==> src/rtl/alarm_clock_core_if.sv <==
`default_nettype none
// ============================================================================
//  Module      : alarm_clock_core_if
//  Description : Bundle of every non-clock, non-reset signal of the alarm
//                clock core. The master side (keyboard time entry) drives
//                the set/alarm/control inputs; the slave side (the core)
//                returns the time, display hour and ring status.
//  Ports       : none (signals reached through the master/slave modports)
//  Revision    : 1.0 - initial release
// ============================================================================
interface alarm_clock_core_if;

    // control
    logic       run_en;
    logic       mode_12h;
    logic       stop;
    logic       snooze;

    // time load
    logic       set_en;
    logic [5:0] hour_set;
    logic [5:0] minute_set;
    logic [5:0] second_set;

    // alarm slot write
    logic       alarm_wr_en;
    logic [2:0] alarm_idx;
    logic [5:0] alarm_hour;
    logic [5:0] alarm_minute;
    logic       alarm_on;

    // status back to the display logic
    logic [5:0] hour;
    logic [5:0] minute;
    logic [5:0] second;
    logic [5:0] disp_hour;
    logic       pm;
    logic       tick;
    logic       ringing;
    logic       snoozing;
    logic [2:0] ring_idx;
    logic       cmd_err;

    modport master (
        output run_en, mode_12h, stop, snooze,
        output set_en, hour_set, minute_set, second_set,
        output alarm_wr_en, alarm_idx, alarm_hour, alarm_minute, alarm_on,
        input  hour, minute, second, disp_hour, pm, tick,
        input  ringing, snoozing, ring_idx, cmd_err
    );

    modport slave (
        input  run_en, mode_12h, stop, snooze,
        input  set_en, hour_set, minute_set, second_set,
        input  alarm_wr_en, alarm_idx, alarm_hour, alarm_minute, alarm_on,
        output hour, minute, second, disp_hour, pm, tick,
        output ringing, snoozing, ring_idx, cmd_err
    );

endinterface
`default_nettype wire

==> src/rtl/alarm_clock_core.sv <==
`default_nettype none
// ============================================================================
//  Module      : alarm_clock_core
//  Description : One-second prescaler, 24-hour hh:mm:ss counter with
//                validated loading, ALARMS alarm slots and a ring/snooze
//                state machine.
//  Ports       : CLK_50   - system clock, rising edge
//                reset_en - synchronous active-high reset
//                bus      - alarm_clock_core_if.slave (time entry in,
//                           time/display/ring status out)
//  Revision    : 1.0 - initial release
// ============================================================================
module alarm_clock_core #(
    parameter int CLK_HZ         = 50_000_000,
    parameter int ALARMS         = 2,
    parameter int RING_SECONDS   = 60,
    parameter int SNOOZE_SECONDS = 300
) (
    input  wire                  CLK_50,
    input  wire                  reset_en,
    alarm_clock_core_if.slave    bus
);

    localparam int c_PW = $clog2(CLK_HZ);
    localparam int c_RW = $clog2(RING_SECONDS + 1);
    localparam int c_SW = $clog2(SNOOZE_SECONDS + 1);

    localparam logic [c_PW-1:0] c_PMAX     = c_PW'(CLK_HZ - 1);
    localparam logic [c_RW-1:0] c_RING_END = c_RW'(RING_SECONDS);
    localparam logic [c_SW-1:0] c_SNZ_END  = c_SW'(SNOOZE_SECONDS);
    localparam logic [3:0]      c_NSLOTS   = 4'(ALARMS);

    localparam logic [1:0] S_IDLE   = 2'd0;
    localparam logic [1:0] S_RING   = 2'd1;
    localparam logic [1:0] S_SNOOZE = 2'd2;

    // ------------------------------------------------------------------
    // Registers
    // ------------------------------------------------------------------
    logic [c_PW-1:0] r_presc;
    logic [5:0]      r_hour, r_min, r_sec;
    logic [5:0]      r_disp_hour;
    logic            r_pm;
    logic            r_tick;
    logic            r_cmd_err;
    logic [1:0]      r_state;
    logic [c_RW-1:0] r_ring_cnt;
    logic [c_SW-1:0] r_snz_cnt;
    logic [2:0]      r_ring_idx;

    logic [5:0]      r_al_hour [ALARMS];
    logic [5:0]      r_al_min  [ALARMS];
    logic            r_al_en   [ALARMS];

    // ------------------------------------------------------------------
    // Command validation
    // ------------------------------------------------------------------
    logic w_set_valid, w_set_ok, w_wr_ok, w_dis_ring;

    assign w_set_valid = (bus.hour_set <= 6'd23) && (bus.minute_set <= 6'd59)
                      && (bus.second_set <= 6'd59);
    assign w_set_ok    = bus.set_en && w_set_valid;
    assign w_wr_ok     = bus.alarm_wr_en && ({1'b0, bus.alarm_idx} < c_NSLOTS)
                      && (bus.alarm_hour <= 6'd23) && (bus.alarm_minute <= 6'd59);
    // Disabling the slot that is currently ringing/snoozing cancels it.
    assign w_dis_ring  = w_wr_ok && !bus.alarm_on && (bus.alarm_idx == r_ring_idx);

    // ------------------------------------------------------------------
    // Prescaler and time next-state
    // ------------------------------------------------------------------
    logic            w_wrap, w_adv;
    logic [c_PW-1:0] w_nxt_presc;
    logic [5:0]      w_nxt_hour, w_nxt_min, w_nxt_sec;
    logic [5:0]      w_nxt_disp;

    assign w_wrap = bus.run_en && (r_presc == c_PMAX);
    // A valid load swallows a coincident wrap: no advance, no tick.
    assign w_adv  = w_wrap && !w_set_ok;

    always_comb begin
        w_nxt_presc = r_presc;
        w_nxt_hour  = r_hour;
        w_nxt_min   = r_min;
        w_nxt_sec   = r_sec;
        if (w_set_ok) begin
            w_nxt_presc = '0;
            w_nxt_hour  = bus.hour_set;
            w_nxt_min   = bus.minute_set;
            w_nxt_sec   = bus.second_set;
        end else if (bus.run_en) begin
            if (w_wrap) begin
                w_nxt_presc = '0;
                if (r_sec == 6'd59) begin
                    w_nxt_sec = 6'd0;
                    if (r_min == 6'd59) begin
                        w_nxt_min  = 6'd0;
                        w_nxt_hour = (r_hour == 6'd23) ? 6'd0 : r_hour + 6'd1;
                    end else begin
                        w_nxt_min = r_min + 6'd1;
                    end
                end else begin
                    w_nxt_sec = r_sec + 6'd1;
                end
            end else begin
                w_nxt_presc = r_presc + 1'b1;
            end
        end
    end

    // Display hour follows the next-state hour so it moves with hour.
    always_comb begin
        w_nxt_disp = w_nxt_hour;
        if (bus.mode_12h) begin
            if (w_nxt_hour == 6'd0)
                w_nxt_disp = 6'd12;
            else if (w_nxt_hour > 6'd12)
                w_nxt_disp = w_nxt_hour - 6'd12;
        end
    end

    always_ff @(posedge CLK_50) begin
        if (reset_en) begin
            r_presc     <= '0;
            r_hour      <= 6'd0;
            r_min       <= 6'd0;
            r_sec       <= 6'd0;
            r_disp_hour <= bus.mode_12h ? 6'd12 : 6'd0;
            r_pm        <= 1'b0;
            r_tick      <= 1'b0;
            r_cmd_err   <= 1'b0;
        end else begin
            r_presc     <= w_nxt_presc;
            r_hour      <= w_nxt_hour;
            r_min       <= w_nxt_min;
            r_sec       <= w_nxt_sec;
            r_disp_hour <= w_nxt_disp;
            r_pm        <= (w_nxt_hour >= 6'd12);
            r_tick      <= w_adv;
            r_cmd_err   <= (bus.set_en && !w_set_valid) || (bus.alarm_wr_en && !w_wr_ok);
        end
    end

    // ------------------------------------------------------------------
    // Alarm slots and match detection
    // ------------------------------------------------------------------
    logic [ALARMS-1:0] w_match;

    genvar gi;
    generate
        for (gi = 0; gi < ALARMS; gi++) begin : g_slot
            always_ff @(posedge CLK_50) begin
                if (reset_en) begin
                    r_al_hour[gi] <= 6'd0;
                    r_al_min[gi]  <= 6'd0;
                    r_al_en[gi]   <= 1'b0;
                end else if (w_wr_ok && (bus.alarm_idx == 3'(gi))) begin
                    r_al_hour[gi] <= bus.alarm_hour;
                    r_al_min[gi]  <= bus.alarm_minute;
                    r_al_en[gi]   <= bus.alarm_on;
                end
            end

            // Compared against the time being entered on this tick.
            assign w_match[gi] = w_adv && (w_nxt_sec == 6'd0) && r_al_en[gi]
                              && (r_al_hour[gi] == w_nxt_hour)
                              && (r_al_min[gi] == w_nxt_min);
        end
    endgenerate

    logic       w_match_any;
    logic [2:0] w_match_idx;

    // Scan downwards so the lowest matching slot is the one left standing.
    always_comb begin
        w_match_any = 1'b0;
        w_match_idx = 3'd0;
        for (int k = ALARMS - 1; k >= 0; k--) begin
            if (w_match[k]) begin
                w_match_any = 1'b1;
                w_match_idx = 3'(k);
            end
        end
    end

    // ------------------------------------------------------------------
    // Ring / snooze state machine
    // ------------------------------------------------------------------
    logic [1:0]      w_state_nxt;
    logic [c_RW-1:0] w_ring_cnt_nxt, w_ring_inc;
    logic [c_SW-1:0] w_snz_cnt_nxt, w_snz_inc;
    logic [2:0]      w_ring_idx_nxt;

    assign w_ring_inc = r_ring_cnt + 1'b1;
    assign w_snz_inc  = r_snz_cnt + 1'b1;

    always_ff @(posedge CLK_50) begin
        if (reset_en) begin
            r_state    <= S_IDLE;
            r_ring_cnt <= '0;
            r_snz_cnt  <= '0;
            r_ring_idx <= 3'd0;
        end else begin
            r_state    <= w_state_nxt;
            r_ring_cnt <= w_ring_cnt_nxt;
            r_snz_cnt  <= w_snz_cnt_nxt;
            r_ring_idx <= w_ring_idx_nxt;
        end
    end

    always_comb begin
        w_state_nxt    = r_state;
        w_ring_cnt_nxt = r_ring_cnt;
        w_snz_cnt_nxt  = r_snz_cnt;
        w_ring_idx_nxt = r_ring_idx;
        case (r_state)
            S_IDLE: begin
                if (w_match_any) begin
                    w_state_nxt    = S_RING;
                    w_ring_idx_nxt = w_match_idx;
                    w_ring_cnt_nxt = '0;
                end
            end
            S_RING: begin
                if (bus.stop) begin
                    w_state_nxt = S_IDLE;
                end else if (bus.snooze) begin
                    w_state_nxt   = S_SNOOZE;
                    w_snz_cnt_nxt = '0;
                end else if (w_adv) begin
                    if (w_ring_inc == c_RING_END)
                        w_state_nxt = S_IDLE;
                    else
                        w_ring_cnt_nxt = w_ring_inc;
                end
            end
            S_SNOOZE: begin
                if (bus.stop) begin
                    w_state_nxt = S_IDLE;
                end else if (w_match_any) begin
                    w_state_nxt    = S_RING;
                    w_ring_idx_nxt = w_match_idx;
                    w_ring_cnt_nxt = '0;
                end else if (w_adv) begin
                    if (w_snz_inc == c_SNZ_END) begin
                        w_state_nxt    = S_RING;
                        w_ring_cnt_nxt = '0;
                    end else begin
                        w_snz_cnt_nxt = w_snz_inc;
                    end
                end
            end
            default: w_state_nxt = S_IDLE;
        endcase
        if (w_set_ok || w_dis_ring)
            w_state_nxt = S_IDLE;
    end

    // ------------------------------------------------------------------
    // Outputs (all sourced from registers)
    // ------------------------------------------------------------------
    assign bus.hour      = r_hour;
    assign bus.minute    = r_min;
    assign bus.second    = r_sec;
    assign bus.disp_hour = r_disp_hour;
    assign bus.pm        = r_pm;
    assign bus.tick      = r_tick;
    assign bus.cmd_err   = r_cmd_err;
    assign bus.ringing   = (r_state == S_RING);
    assign bus.snoozing  = (r_state == S_SNOOZE);
    assign bus.ring_idx  = r_ring_idx;

endmodule
`default_nettype wire

==> src/flat_wrapper.sv <==
// flat-port wrapper written by rule: the top's interface ports become plain ports
module alarm_clock_core_flat 
#(
    parameter int CLK_HZ         = 50_000_000,
    parameter int ALARMS         = 2,
    parameter int RING_SECONDS   = 60,
    parameter int SNOOZE_SECONDS = 300
)
  (CLK_50, reset_en, bus_run_en, bus_mode_12h, bus_stop, bus_snooze, bus_set_en, bus_hour_set, bus_minute_set, bus_second_set, bus_alarm_wr_en, bus_alarm_idx, bus_alarm_hour, bus_alarm_minute, bus_alarm_on, bus_hour, bus_minute, bus_second, bus_disp_hour, bus_pm, bus_tick, bus_ringing, bus_snoozing, bus_ring_idx, bus_cmd_err);
  alarm_clock_core_if bus_i ();
  input  wire CLK_50;
  input  wire reset_en;
  input wire logic [$bits(bus_i.run_en)-1:0] bus_run_en;
  input wire logic [$bits(bus_i.mode_12h)-1:0] bus_mode_12h;
  input wire logic [$bits(bus_i.stop)-1:0] bus_stop;
  input wire logic [$bits(bus_i.snooze)-1:0] bus_snooze;
  input wire logic [$bits(bus_i.set_en)-1:0] bus_set_en;
  input wire logic [$bits(bus_i.hour_set)-1:0] bus_hour_set;
  input wire logic [$bits(bus_i.minute_set)-1:0] bus_minute_set;
  input wire logic [$bits(bus_i.second_set)-1:0] bus_second_set;
  input wire logic [$bits(bus_i.alarm_wr_en)-1:0] bus_alarm_wr_en;
  input wire logic [$bits(bus_i.alarm_idx)-1:0] bus_alarm_idx;
  input wire logic [$bits(bus_i.alarm_hour)-1:0] bus_alarm_hour;
  input wire logic [$bits(bus_i.alarm_minute)-1:0] bus_alarm_minute;
  input wire logic [$bits(bus_i.alarm_on)-1:0] bus_alarm_on;
  output wire logic [$bits(bus_i.hour)-1:0] bus_hour;
  output wire logic [$bits(bus_i.minute)-1:0] bus_minute;
  output wire logic [$bits(bus_i.second)-1:0] bus_second;
  output wire logic [$bits(bus_i.disp_hour)-1:0] bus_disp_hour;
  output wire logic [$bits(bus_i.pm)-1:0] bus_pm;
  output wire logic [$bits(bus_i.tick)-1:0] bus_tick;
  output wire logic [$bits(bus_i.ringing)-1:0] bus_ringing;
  output wire logic [$bits(bus_i.snoozing)-1:0] bus_snoozing;
  output wire logic [$bits(bus_i.ring_idx)-1:0] bus_ring_idx;
  output wire logic [$bits(bus_i.cmd_err)-1:0] bus_cmd_err;
  assign bus_i.run_en = bus_run_en;
  assign bus_i.mode_12h = bus_mode_12h;
  assign bus_i.stop = bus_stop;
  assign bus_i.snooze = bus_snooze;
  assign bus_i.set_en = bus_set_en;
  assign bus_i.hour_set = bus_hour_set;
  assign bus_i.minute_set = bus_minute_set;
  assign bus_i.second_set = bus_second_set;
  assign bus_i.alarm_wr_en = bus_alarm_wr_en;
  assign bus_i.alarm_idx = bus_alarm_idx;
  assign bus_i.alarm_hour = bus_alarm_hour;
  assign bus_i.alarm_minute = bus_alarm_minute;
  assign bus_i.alarm_on = bus_alarm_on;
  assign bus_hour = bus_i.hour;
  assign bus_minute = bus_i.minute;
  assign bus_second = bus_i.second;
  assign bus_disp_hour = bus_i.disp_hour;
  assign bus_pm = bus_i.pm;
  assign bus_tick = bus_i.tick;
  assign bus_ringing = bus_i.ringing;
  assign bus_snoozing = bus_i.snoozing;
  assign bus_ring_idx = bus_i.ring_idx;
  assign bus_cmd_err = bus_i.cmd_err;
  alarm_clock_core #(.CLK_HZ(CLK_HZ), .ALARMS(ALARMS), .RING_SECONDS(RING_SECONDS), .SNOOZE_SECONDS(SNOOZE_SECONDS)) u_core (.CLK_50(CLK_50), .reset_en(reset_en), .bus(bus_i));
endmodule
==> config.mk <==
export PLATFORM = sky130hd
export DESIGN_NAME = alarm_clock_core_flat
export DESIGN_NICKNAME = d
export VERILOG_FILES = /design/src/rtl/alarm_clock_core_if.sv /design/src/rtl/alarm_clock_core.sv /design/src/flat_wrapper.sv
export SDC_FILE = /design/constraint.sdc
export NUM_CORES = 1
export LEC_CHECK = 0
export CORE_MARGIN = 2
export CORE_UTILIZATION = 27
export CTS_BUF_LIST = sky130_fd_sc_hd__clkbuf_8
export CTS_CLUSTER_DIAMETER = 40
export DETAILED_ROUTE_END_ITERATION = 7
export GPL_TIMING_DRIVEN = 0
export HOLD_SLACK_MARGIN = 0.15
export PLACE_DENSITY_LB_ADDON = 0.05
export RECOVER_POWER = 100
export SLEW_MARGIN = 20
export SYNTH_ARGS = -nofsm -noshare
export SYNTH_HDL_FRONTEND = slang
export SYNTH_SLANG_ARGS = --single-unit
export TNS_END_PERCENT = 10
==> constraint.sdc <==
create_clock -name CLK_50 -period 3.37 [get_ports CLK_50]
set_input_delay 0.674 -clock CLK_50 [delete_from_list [all_inputs] [get_ports CLK_50]]
set_output_delay 0.674 -clock CLK_50 [all_outputs]
set_load 0.005 [all_outputs]
==> impl_metrics.env, run 1 <==
export IMPL_syn_avg_cell_area_um2=8.63
export IMPL_cp_data_required_time_ns=3.67
export IMPL_synth_edf_count=26
export IMPL_syn2layout_area_growth_pct=28.8
export IMPL_die_x_um=153
export IMPL_cts_hold_buf=0
export IMPL_hp_class="register to register"
export IMPL_worstSetupPathType="register to register"
export IMPL_synth_async_sr_flop_share=0
export IMPL_ys_top_cells_by_count="nor2_1 (83), dfxtp_1 (71), nand2_1 (45)"
export IMPL_htree_levels=3
export IMPL_yosysSeqAreaShare=0.369
export IMPL_via_per_inst=5.12
export IMPL_layout_drive_gt1_share=0.145
export IMPL_ff_latch_area_um2=2220
export IMPL_start_util=0.274
export IMPL_die_area_um2=23300
export IMPL_power_mw=2.41
export IMPL_timing_hold_worst_path_depth=1
export IMPL_synth_seq_cells=97
export IMPL_vias=5530
export IMPL_worstPathArrival_ns=3.67
export IMPL_cp_end_kind="register"
export IMPL_timing_hold_ws_ns=0.490
export IMPL_grt_max_degree=17
export IMPL_num_rows=54
export IMPL_remaining_drc_errors=0
export IMPL_cts_buffers_inserted=9
export IMPL_wire_per_inst_um=18.4
export IMPL_clkSinkCount=97
export IMPL_cts_clk_slew_worst_paths_ns=0.10
export IMPL_hold_viol=0
export IMPL_setup_viol=4
export IMPL_ys_top_cells_by_area="dfxtp_1 (24%), edfxtp_1 (13%), nor2_1 (5.2%)"
export IMPL_fillCellCount=2294
export IMPL_stdcell_area_um2=7690
export IMPL_routed_wl_um=19800
export IMPL_synth_ff_type="dfxtp_1"
export IMPL_grt_pass1_vias=5376
export IMPL_io_pins=74
export IMPL_first_iter_violations=304
export IMPL_dpl_worst_slack_ns=-1.10
export IMPL_worst_slew_pin_slew_ns=0.769
export IMPL_cts_path_max_buffers=2
export IMPL_antenna_found_initial=0
export IMPL_fp_dieH_um=153
export IMPL_drv_cap=0
export IMPL_irDropWorstVdd_mv=0.145
export IMPL_setup_ws_ns=-0.00923
export IMPL_status="complete, but fails checks"
export IMPL_yosysUniqueCellTypes=76
export IMPL_p_per_area_nw_per_um2=314
export IMPL_place_gp_congestion=0.865
export IMPL_diodes=0
export IMPL_ant_nets=0
export IMPL_fin_crit_sh=1.00
export IMPL_cts_root_buf="clkbuf_8"
export IMPL_critical_path_max_fanout=10
export IMPL_stdcell_count=1080
export IMPL_start_kind="register"
export IMPL_grt_total_usage=0.168
export IMPL_numPlacedInstances=1044
export IMPL_tritoncts="built"
export IMPL_firstDrtPassIters=5
export IMPL_finalClockSkew_ns=0.0144
export IMPL_fin_nets=846
export IMPL_yosysMostFrequentCell="nor2_1"
export IMPL_tns_ns=-0.0257
export IMPL_synth_top_cell_area_share=0.238
export IMPL_io_buffers=69
export IMPL_syn_area_um2=5970
export IMPL_placed_area_um2=7030
export IMPL_slew_limit_headroom=0.488
export IMPL_max_freq_mhz=296
export IMPL_final_core_util=0.354
export IMPL_yosys_warnings=0
export IMPL_syn_inst=692
export IMPL_multi_input_area_um2=3880
export IMPL_overflow=0
export IMPL_period_minus_slack_ns=3.38
export IMPL_hpwl_um=15200
export IMPL_design_core_area_um2=21800
export IMPL_violations="negative setup slack"
export IMPL_leakagePower_nw=2.77
export IMPL_maxSlewViolCount=0
export IMPL_yosysTopAreaCell="dfxtp_1"
export IMPL_clock_latency_ns=0.39
export IMPL_ff2ff_path_depth=12
export IMPL_rsz0062_at_grt="true"
export IMPL_grt_pass1_wl_um=30800
-- final cells by class --
class,instances,share of cell area
clock inverter,6,0.00455
timing repair buffer,93,0.114
inverter,14,0.00683
clock buffer,10,0.0179
buffer,26,0.0177
sequential,97,0.289
tap,280,0.0455
multi-input combinational,554,0.505
-- flip-flops by register name (all words and copies together) (netlist names) --
name	cells
u_core.bus.cmd_err	1
u_core.bus.disp_hour	6
u_core.bus.hour	6
u_core.bus.minute	6
u_core.bus.pm	1
u_core.bus.ring_idx	1
u_core.bus.second	6
u_core.bus.tick	1
u_core.r_al_en	2
u_core.r_al_hour	12
u_core.r_al_min	12
u_core.r_presc	26
u_core.r_ring_cnt	6
u_core.r_snz_cnt	9
u_core.r_state	2
-- timing repair --
| item | in CTS | in global routing |
|---|---|---|
| buffers inserted | 15 | 8 |
| cloned | 1 | 0 |
| pin swaps | 17 | 9 |
| endpoints found under the setup margin | 43 | 19 |
| gates resized for setup | 66 | 23 |
-- final timing paths --
kind / slack, ns / start / end
max: -0.009 / u_core.r_presc[11] / u_core.r_snz_cnt[6]
max reg2reg: -0.009 / u_core.r_presc[11] / u_core.r_snz_cnt[6]
min reg2reg: 0.49 / u_core.r_snz_cnt[8] / u_core.r_snz_cnt[8]
min: 0.49 / u_core.r_snz_cnt[8] / u_core.r_snz_cnt[8]
-- logic make-up (layout without fill, tap and decap cells) --
family	count (synthesis)	in the layout	synth area share
compound gates	134	134	0.158
xor+xnor	61	61	0.0895
fa+ha+maj	9	9	0.0189
buf+inv	44	149	0.0308
flops	97	97	0.369
mux	10	10	0.0174
other cells	1	4	0.000628
simple gates	336	336	0.316
-- layer usage --
metal / global-route usage / wire, um
met4: 0.0644 / 446
met1: 0.239 / 9920
met5: 0 / 0
met2: 0.259 / 8800
met3: 0.0236 / 650
-- power breakdown --
group,leakage (nW),internal [mW],switching (mW)
clock,0.0956,0.286,0.437
combinational,1.84,0.191,0.205
sequential,0.829,1.24,0.0568
-- critical path, cell delays in order, from the launching register on --
cell,delay (ns)
dfxtp_1,0.37
nor4b_4,0.36
and4_4,0.33
nand2_1,0.10
clkbuf_4,0.22
o211ai_1,0.46
o32ai_2,0.20
a2111oi_4,0.22
nand4_1,0.21
o22a_4,0.34
buf_6,0.15
and3_1,0.13
o22a_1,0.19
-- placed cells by master, fill, tap and decap left out, types with 8 or more instances in the layout --
master / synthesis / routed
nor2_1: 83 / 81
dfxtp_1: 71 / 63
clkdlybuf4s50_1: 0 / 49
nand2_1: 45 / 44
xor2_1: 32 / 32
xnor2_1: 29 / 28
edfxtp_1: 26 / 26
nand3_1: 27 / 25
and2_1: 26 / 25
o21ai_0: 26 / 25
nand4_1: 24 / 24
a21oi_1: 27 / 24
buf_4: 2 / 24
and3_1: 23 / 22
nor3_1: 21 / 18
inv_1: 14 / 16
clkbuf_1: 23 / 14
or3_1: 12 / 12
dlygate4sd3_1: 0 / 12
and4_1: 13 / 11
nand2b_1: 13 / 11
nor4_1: 12 / 10
clkbuf_8: 0 / 10
nor2b_1: 11 / 9
a211oi_1: 10 / 8
dlygate4sd2_1: 0 / 8
Note: power is estimated with default switching activity, not from simulation.
==> run 2: changes to the inputs <==
- CORE_UTILIZATION: 27 -> 40
==> impl_metrics.env, run 2 (same netlist as run 1, synthesis figures left out) <==
export IMPL_status="completed"
export IMPL_htree_levels=3
export IMPL_dpl_worst_slack_ns=-0.957
export IMPL_final_core_util=0.535
export IMPL_setup_ws_ns=0.0556
export IMPL_start_util=0.411
export IMPL_die_x_um=126
export IMPL_layout_drive_gt1_share=0.183
export IMPL_via_per_inst=5.72
export IMPL_tritoncts="built"
export IMPL_grt_pass1_wl_um=28700
export IMPL_hold_viol=0
export IMPL_critical_path_max_fanout=7
export IMPL_routed_wl_um=18400
export IMPL_tns_ns=0
export IMPL_slew_limit_headroom=0.248
export IMPL_fp_dieH_um=126
export IMPL_fin_crit_sh=0.984
export IMPL_start_kind="register"
export IMPL_firstDrtPassIters=4
export IMPL_crit_start="u_core.r_presc[18]"
export IMPL_layout_commonest_cell="nor2_1"
export IMPL_grt_total_usage=0.230
export IMPL_p_per_area_nw_per_um2=323
export IMPL_stdcell_count=1000
export IMPL_vias=5719
export IMPL_worst_slew_pin_slew_ns=1.13
export IMPL_io_buffers=69
export IMPL_drv_cap=0
export IMPL_r2r_slack_ns=0.06
export IMPL_r2r_start="u_core.r_presc[18]"
export IMPL_design_core_area_um2=14500
export IMPL_largest_reg_flops=26
export IMPL_worstPathArrival_ns=3.60
export IMPL_stdcell_area_um2=7780
export IMPL_cts_root_buf="clkbuf_8"
export IMPL_placed_area_um2=6910
export IMPL_ff2ff_path_depth=13
export IMPL_endpoint="u_core.r_snz_cnt[2]"
export IMPL_overflow=0
export IMPL_max_freq_mhz=302
export IMPL_place_gp_congestion=0.900
export IMPL_cp_end_kind="register"
export IMPL_cp_data_required_time_ns=3.66
export IMPL_first_iter_violations=403
export IMPL_layout_common_cells="nor2_1 (81), dfxtp_1 (54), clkdlybuf4s50_1 (47)"
export IMPL_hpwl_um=13800
export IMPL_leakagePower_nw=2.88
export IMPL_wire_per_inst_um=18.4
export IMPL_hp_class="register to register"
export IMPL_syn2layout_area_growth_pct=30.2
export IMPL_fin_nets=862
export IMPL_ant_nets=0
export IMPL_grt_max_degree=19
export IMPL_clock_latency_ns=0.39
export IMPL_regMostFlops="u_core.r_presc"
export IMPL_fillCellCount=1396
export IMPL_cts_buffers_inserted=9
export IMPL_antenna_found_initial=0
export IMPL_die_area_um2=15900
export IMPL_setup_viol=0
export IMPL_cts_clk_slew_worst_paths_ns=0.10
export IMPL_worstSetupPathType="register to register"
export IMPL_numPlacedInstances=948
export IMPL_period_minus_slack_ns=3.31
export IMPL_remaining_drc_errors=0
export IMPL_reg_largest_list="u_core.r_presc x26, u_core.r_al_hour x12, u_core.r_al_min x12"
export IMPL_diodes=0
export IMPL_rsz0062_at_grt="true"
export IMPL_maxSlewViolCount=0
export IMPL_reg2reg_to="u_core.r_snz_cnt[2]"
export IMPL_io_pins=74
export IMPL_num_rows=44
export IMPL_grt_pass1_vias=5305
export IMPL_multi_input_area_um2=3920
export IMPL_irDropWorstVdd_mv=0.260
export IMPL_clkSinkCount=97
export IMPL_cts_path_max_buffers=2
export IMPL_ff_latch_area_um2=2240
export IMPL_finalClockSkew_ns=0.00975
==> run 2: cell types whose count changed in the layout (fill, tap and decap cells not counted), moves of 3 or more <==
cell | previous run | this run
and2_0 | 1 | 10
and2_1 | 25 | 16
buf_4 | 24 | 37
clkbuf_2 | 1 | 7
clkdlybuf4s15_1 | 0 | 4
dfxtp_1 | 63 | 54
dfxtp_2 | 5 | 11
dfxtp_4 | 3 | 6
dlygate4sd2_1 | 8 | 0
dlymetal6s2s_1 | 0 | 3
==> run 2: power by group <==
| group | internal, mW | leakage (nW) | switching [mW] |
|---|---|---|---|
| combinational | 0.193 | 1.94 | 0.205 |
| sequential | 1.24 | 0.834 | 0.0543 |
| clock | 0.358 | 0.103 | 0.463 |
| total | 1.79 | 2.88 | 0.723 |
==> run 2: worst max-delay path, cell delays in order (launching register included) <==
cell and delay, ns:
dfxtp_2 0.38, nor4_4 0.28, buf_4 0.16, nand4_4 0.13, buf_4 0.21, or3_4 0.44, o21ai_4 0.23, mux2_2 0.19
o2111a_1 0.19, nand4_1 0.20, o22a_4 0.32, buf_4 0.15, and3_1 0.15, o22a_1 0.18
==> run 2: layout make-up <==
class,count,area share
clock inverter,7,0.0108
timing repair buffer,109,0.127
multi-input combinational,554,0.503
clock buffer,9,0.0159
tap,184,0.0296
sequential,97,0.288
inverter,14,0.00676
buffer,26,0.0182
==> run 2: per-stage QoR <==
stage / power, mW / hold WS, ns
floorplan: 1.49 / 0.448
global placement: 1.67 / 0.485
detailed placement: 1.67 / 0.490
CTS: 2.51 / 0.504
global route: 2.62 / 0.527
finish: 2.51 / 0.502
==> run 2: per-layer routing <==
layer,vias up,global-route usage,part of all wire
met2,168,0.358,0.46
li1,2775,-,-
met1,2749,0.320,0.46
met5,-,0,0
met3,27,0.0455,0.056
met4,0,0.0782,0.025
==> run 2: worst min path at each step <==
stage                           end  cells after the start                  from  slack (ns)
2_1_floorplan   u_core.r_snz_cnt[8]                      1   u_core.r_snz_cnt[8]        0.45
3_3_place_gp    u_core.r_snz_cnt[1]                      2   u_core.r_snz_cnt[1]        0.49
3_5_place_dp   u_core.r_ring_cnt[5]                      2  u_core.r_ring_cnt[5]        0.49
4_1_cts        u_core.r_ring_cnt[5]                      2  u_core.r_ring_cnt[5]        0.50
5_1_grt        u_core.r_ring_cnt[5]                      2  u_core.r_ring_cnt[5]        0.53
6_report        u_core.r_snz_cnt[8]                      1   u_core.r_snz_cnt[8]        0.50
==> run 2: repair_timing <==
item                       4_1_cts  5_1_grt
cloned                           1        0
setup buffers                   19       20
hold buffers                     0        0
resized for setup               60       63
pin swaps                       20       22
setup endpoints to repair       42       18
